--- config.mk ---
export PLATFORM = sky130hd
export DESIGN_NAME = step_sequencer
export DESIGN_NICKNAME = d
export VERILOG_FILES = /design/src/rtl/step_sequencer.sv
export SDC_FILE = /design/constraint.sdc
export NUM_CORES = 1
export LEC_CHECK = 0
export ABC_AREA = 1
export ABC_CLOCK_PERIOD_IN_PS = 2400
export CAP_MARGIN = 5
export CORE_MARGIN = 2
export CORE_UTILIZATION = 52
export CTS_CLUSTER_SIZE = 24
export DETAILED_ROUTE_END_ITERATION = 6
export GPL_TIMING_DRIVEN = 1
export PLACE_DENSITY = 0.78
export SLEW_MARGIN = 40
export SYNTH_ARGS = -nofsm -noshare
export SYNTH_HDL_FRONTEND = slang
export SYNTH_SLANG_ARGS = --single-unit
--- constraint.sdc ---
create_clock -name clk -period 2.4 [get_ports clk]
set_input_delay 0.48 -clock clk [delete_from_list [all_inputs] [get_ports clk]]
set_output_delay 0.48 -clock clk [all_outputs]
set_load 0.005 [all_outputs]
--- src/rtl/step_sequencer.sv ---
// Step sequencer: walks an index 0..NUM_STATES-1 while start is held, dwelling a
// programmable number of enabled cycles per step, with saturate/wrap/bounce end handling.
module step_sequencer #(
    parameter int NUM_STATES = 5,
    parameter int OUT_W      = 5,
    parameter int DWELL_W    = 8
) (
    input  logic               clk,
    input  logic               reset,
    input  logic               start,
    input  logic               clear,
    input  logic [1:0]         mode,
    input  logic [DWELL_W-1:0] dwell,
    output logic [OUT_W-1:0]   out,
    output logic               ready,
    output logic               done,
    output logic               busy
);

    localparam int IDX_W = (NUM_STATES > 1) ? $clog2(NUM_STATES) : 1;
    localparam logic [IDX_W-1:0] LAST = IDX_W'(NUM_STATES - 1);
    localparam logic [IDX_W-1:0] ONE  = IDX_W'(1);

    typedef enum logic [1:0] {
        MODE_SAT    = 2'd0,
        MODE_WRAP   = 2'd1,
        MODE_BOUNCE = 2'd2,
        MODE_RSVD   = 2'd3
    } mode_e;

    typedef enum logic {
        DIR_UP   = 1'b0,
        DIR_DOWN = 1'b1
    } dir_e;

    logic [IDX_W-1:0]   idx_q, idx_d;
    logic [DWELL_W-1:0] dwell_cnt_q, dwell_cnt_d;
    dir_e               dir_q, dir_d;
    logic               done_q, done_d;

    mode_e              mode_s;
    logic               is_wrap;
    logic               is_bounce;
    logic               at_last;
    logic               at_first;
    logic               parked;
    logic               going_down;
    logic [IDX_W-1:0]   adv_idx;
    dir_e               adv_dir;

    assign mode_s    = mode_e'(mode);
    assign is_wrap   = (mode_s == MODE_WRAP);
    assign is_bounce = (mode_s == MODE_BOUNCE);
    assign at_last   = (idx_q == LAST);
    assign at_first  = (idx_q == '0);
    // Reserved mode falls into the saturate case because it is neither wrap nor bounce.
    assign parked    = at_last && !is_wrap && !is_bounce;

    // At LAST we always descend, even if we entered bounce from another mode with dir=up.
    assign going_down = at_last || ((dir_q == DIR_DOWN) && !at_first);

    // Index and direction that an advance would produce in the current mode.
    always_comb begin
        // NOTE: every always_comb output gets a default first so no path infers a latch.
        adv_idx = idx_q;
        adv_dir = DIR_UP;
        if (is_bounce) begin
            if (going_down) begin
                adv_idx = idx_q - ONE;
                adv_dir = (idx_q == ONE) ? DIR_UP : DIR_DOWN;
            end else begin
                adv_idx = idx_q + ONE;
                adv_dir = ((idx_q + ONE) == LAST) ? DIR_DOWN : DIR_UP;
            end
        end else if (is_wrap) begin
            adv_idx = at_last ? '0 : idx_q + ONE;
        end else if (!at_last) begin
            adv_idx = idx_q + ONE;
        end
    end

    always_comb begin
        idx_d       = idx_q;
        dwell_cnt_d = dwell_cnt_q;
        dir_d       = dir_q;
        done_d      = 1'b0;
        if (clear) begin
            idx_d       = '0;
            dwell_cnt_d = '0;
            dir_d       = DIR_UP;
        end else if (start) begin
            if (parked) begin
                dwell_cnt_d = '0;
            end else if (dwell_cnt_q < dwell) begin
                dwell_cnt_d = dwell_cnt_q + DWELL_W'(1);
            end else begin
                idx_d       = adv_idx;
                dir_d       = adv_dir;
                dwell_cnt_d = '0;
                done_d      = !at_last && (adv_idx == LAST);
            end
        end
    end

    always_ff @(posedge clk or posedge reset) begin
        // NOTE: state registers use non-blocking assignments so all flops update together.
        if (reset) begin
            idx_q       <= '0;
            dwell_cnt_q <= '0;
            dir_q       <= DIR_UP;
            done_q      <= 1'b0;
        end else begin
            idx_q       <= idx_d;
            dwell_cnt_q <= dwell_cnt_d;
            dir_q       <= dir_d;
            done_q      <= done_d;
        end
    end

    // Zero-extend through a wide intermediate so any OUT_W, larger or smaller, works.
    logic [OUT_W+IDX_W-1:0] idx_ext;
    assign idx_ext = {{OUT_W{1'b0}}, idx_q};
    assign out     = idx_ext[OUT_W-1:0];
    assign ready   = at_last;
    assign done    = done_q;
    assign busy    = !parked;

endmodule
==> summary.md, run 1 <==
| Metric | Value |
|---|---|
| Status | `complete, no violations` |
| Total gr overflow | `0` |
| Max stage delay on crit path | `500 ps` |
| Drt wl/cell | `11.5 um` |
| Clk_lat worst skew | `280 ps` |
| RSZ-0062 raised after global routing | `no` |
| Internal Dissipation | `0.333 mW` |
| Synth Area per Inst | `7.46 um2` |
| Top_reg_cell synth | `dfrtp_1` |
| Clock power frac | `29.9%` |
| Critical path's slowest cell | `clkdlybuf4s50_1` |
| Final non-filler cell total | `214` |
| Reg power frac | `49.9%` |
| Pleak | `0.800 nW` |
| Die Span Y | `52.5 um` |
| Clock-pin slew on the worst setup and hold paths | `90 ps` |
| Core area | `2210 um2` |
| Critical path required time | `1920 ps` |
| Arrival time of the worst setup path | `1820 ps` |
| Initial drt markers | `19` |
| Initial antenna violation count | `0` |
| Drt first pass iters | `4` |
| Peak supply drop | `0.332 mV` |
| Critical path buffers and inverters | `2` |
| H-tree Lvls | `1` |
| Vias after detailed routing | `1088` |
| Initial core utilization | `55.3%` |
| Hold Fails Final Rpt | `0` |
| I/O Buffers | `19` |
| Power per cell area | `316 nW/um2` |
| Netlist cell types | `28` |
| Final Max Slew Viols | `0` |
| Switching power | `0.133 mW` |
| Placed Instances | `209` |
| Net Sw Frac | `28.5%` |
| Number of global-route vias before repair | `1002` |
| Synthesis Warnings | `0` |
| Pin count of the biggest net entering global routing | `15` |
| Clock Tree Buf Depth | `2` |
| Final core occ | `66.7%` |
| Comb pwr share | `20.3%` |
| Hold Crit Class | `input port to asynchronous set/reset pin` |
| Setup TNS | `0 ps` |
| F_max | `434 MHz` |
| Startpoint types | `flop` |
| Die Wd | `52.5 um` |
| Ant diodes | `0` |
| CTS tree | `yes` |
| DR vias/cell | `5.08` |
| Post-Route WL | `2450 um` |
| Critical-path maximum fanout | `6` |
| CTS buffer count | `3` |
| CP delay by family, top | `buffers and inverters` |
| DPL Wire Length | `1970 um` |
| Yosys reg bits | `13` |
| WHS | `514 ps` |
| Final-stage net count | `215` |
| Root Driver | `clkbuf_4` |
| FILL cells | `196` |
| Sequential share of the synthesized area | `26.6%` |
| GPL Wtd Cong | `0.850` |
| Post-route ant nets | `0` |
| Mapped Area | `1220 um2` |
| Max-cap violations | `0` |
| Final setup viols | `0` |
| Core Rows | `17` |
| Clock period minus final worst setup slack | `2300 ps` |
| All-layer global routing usage | `20.2%` |
| Cts hold-fix bufs | `0` |
| Endpoint type of the worst setup path | `output port` |
| Asr flop ratio synth | `100%` |
| Period utilisation layout | `95.9%` |
| Crit Path Class | `flop to output port` |
| Area delta synth->final | `20.6%` |
| First-pass GRT wire length | `4110 um` |
| Die area | `2760 um2` |
| Final worst slack | `97.9 ps` |
| Clock sink count | `13` |
| Post-synth EDFFs | `0` |
| Top Ports | `22` |
| DRC | `0` |
| CP cell instances | `inv_1 > ha_1 > ha_4 > nand3_4 > clkdlybuf4s50_1` |
| Layout cells sized above 1 | `13.4%` |
| Post-Place Worst Slack | `157 ps` |
| Synthesized instance count | `164` |
| Skew final | `7.72 ps` |
[cell usage in the layout, fill, tap and decap left out]
master and instances:
nor2_1 9, nand3_2 2, or2_1 1, o21a_1 1, o22ai_1 1, nand3b_4 1
dfrtp_1 13, clkdlybuf4s50_1 19, clkbuf_1 1, nand2_2 2, clkbuf_4 3, inv_1 26
ha_1 13, nand3_4 1, inv_2 3, nand4_1 8, a21oi_1 7, xor2_1 4
ha_4 1, nand3_1 13, o21ai_1 1, o21ai_0 2, nand2_4 6, conb_1 2
buf_4 2, nor3b_1 1, nor2_2 2, a21oi_2 1, nand4_2 1, nand2_1 39
[registers in the layout, summed over array words and instances (netlist names)]
register	flops
dwell_cnt_q	8
dir_q	1
done	1
idx_q	3
[logic make-up after synthesis]
group,Yosys count,share of synthesized area (%)
and+or+nand+nor,86,38.5
AOI/OAI and AO/OA,13,5.93
DFF,13,26.6
other,1,0.306
adders and majority gates,14,14.3
xor gates and xnor gates,4,2.86
buffers and inverters,33,11.5
[layout make-up]
cell class,instances,area (um2),share of cell area [%]
Inverter,29,109,7.38
Sequential cell,13,325,22.1
Tap cell,28,35.0,2.37
Multi-Input combinational cell,119,774,52.5
Timing Repair Buffer,21,205,13.9
Clock buffer,4,26.3,1.78
[path summary, 6_finish.rpt]
path                            cells past startpoint                 start  slack (ps)                    endpoint
worst min-delay path                                2                 reset         510        idx_q[0]$_DFFE_PP0P_
worst min register to register                      2     dir_q$_DFFE_PP0P_         550           dir_q$_DFFE_PP0P_
max in group asynchronous                           2                 reset        1550  dwell_cnt_q[3]$_DFFE_PP0P_
worst max register to register                     11  idx_q[0]$_DFFE_PP0P_         430              done$_DFF_PP0_
min in group clk                                    2     dir_q$_DFFE_PP0P_         550           dir_q$_DFFE_PP0P_
worst max-delay path                                5  idx_q[0]$_DFFE_PP0P_         100                        busy
[power groups by stage]
stage / Sequential [mW] / Clock [mW] / Combinational (mW)
after detailed placement: 0.237 / 0 / 0.0951
final: 0.232 / 0.139 / 0.0943
after CTS: 0.233 / 0.145 / 0.0956
after floorplan: 0.235 / 0 / 0.0658
after global routing: 0.233 / 0.157 / 0.109
after global placement: 0.236 / 0 / 0.0922
[routing by layer]
metal / GRT usage (%) / up-vias / wire length (um)
met5: 0 / - / 0
met3: 4.86 / 6 / 88
met2: 36.3 / 27 / 1290
li1: - / 573 / -
met4: 8.55 / 0 / 40
met1: 22.4 / 482 / 1040
[per-stage QoR]
step	area, um2	total power, mW
after floorplan	1230	0.301
after global placement	1430	0.329
after detailed placement	1430	0.332
after CTS	1470	0.473
after global routing	1480	0.500
final	1480	0.466
[cells in the mapped netlist (2+ instances only)]
cell | count | area (um2)
o21ai_0 | 2 | 10.0
buf_4 | 2 | 15.0
nand3_1 | 13 | 65.1
nand4_1 | 8 | 50.1
nand2_2 | 2 | 12.5
nand2_1 | 39 | 146
nand2_4 | 6 | 67.6
nor2_2 | 2 | 12.5
inv_1 | 26 | 97.6
nand3_2 | 2 | 20.0
inv_2 | 3 | 11.3
a21oi_1 | 7 | 35.0
nor2_1 | 9 | 33.8
ha_1 | 14 | 175
xor2_1 | 4 | 35.0
dfrtp_1 | 13 | 325
[what timing repair did]
action	in CTS	in global routing
gates resized for setup	1	1
setup endpoints to repair	2	1
buffers inserted	1	0
(Power assumes the default switching activity.)
==> inputs of run 2 (changes only) <==
--- a/config.mk
+++ b/config.mk
@@ -18,3 +18,4 @@
 export SYNTH_ARGS = -nofsm -noshare
 export SYNTH_HDL_FRONTEND = slang
 export SYNTH_SLANG_ARGS = --single-unit
+export TNS_END_PERCENT = 5
==> results of run 2 <==
Same layout as run 1: the final DEF is identical, and so are final timing and power.
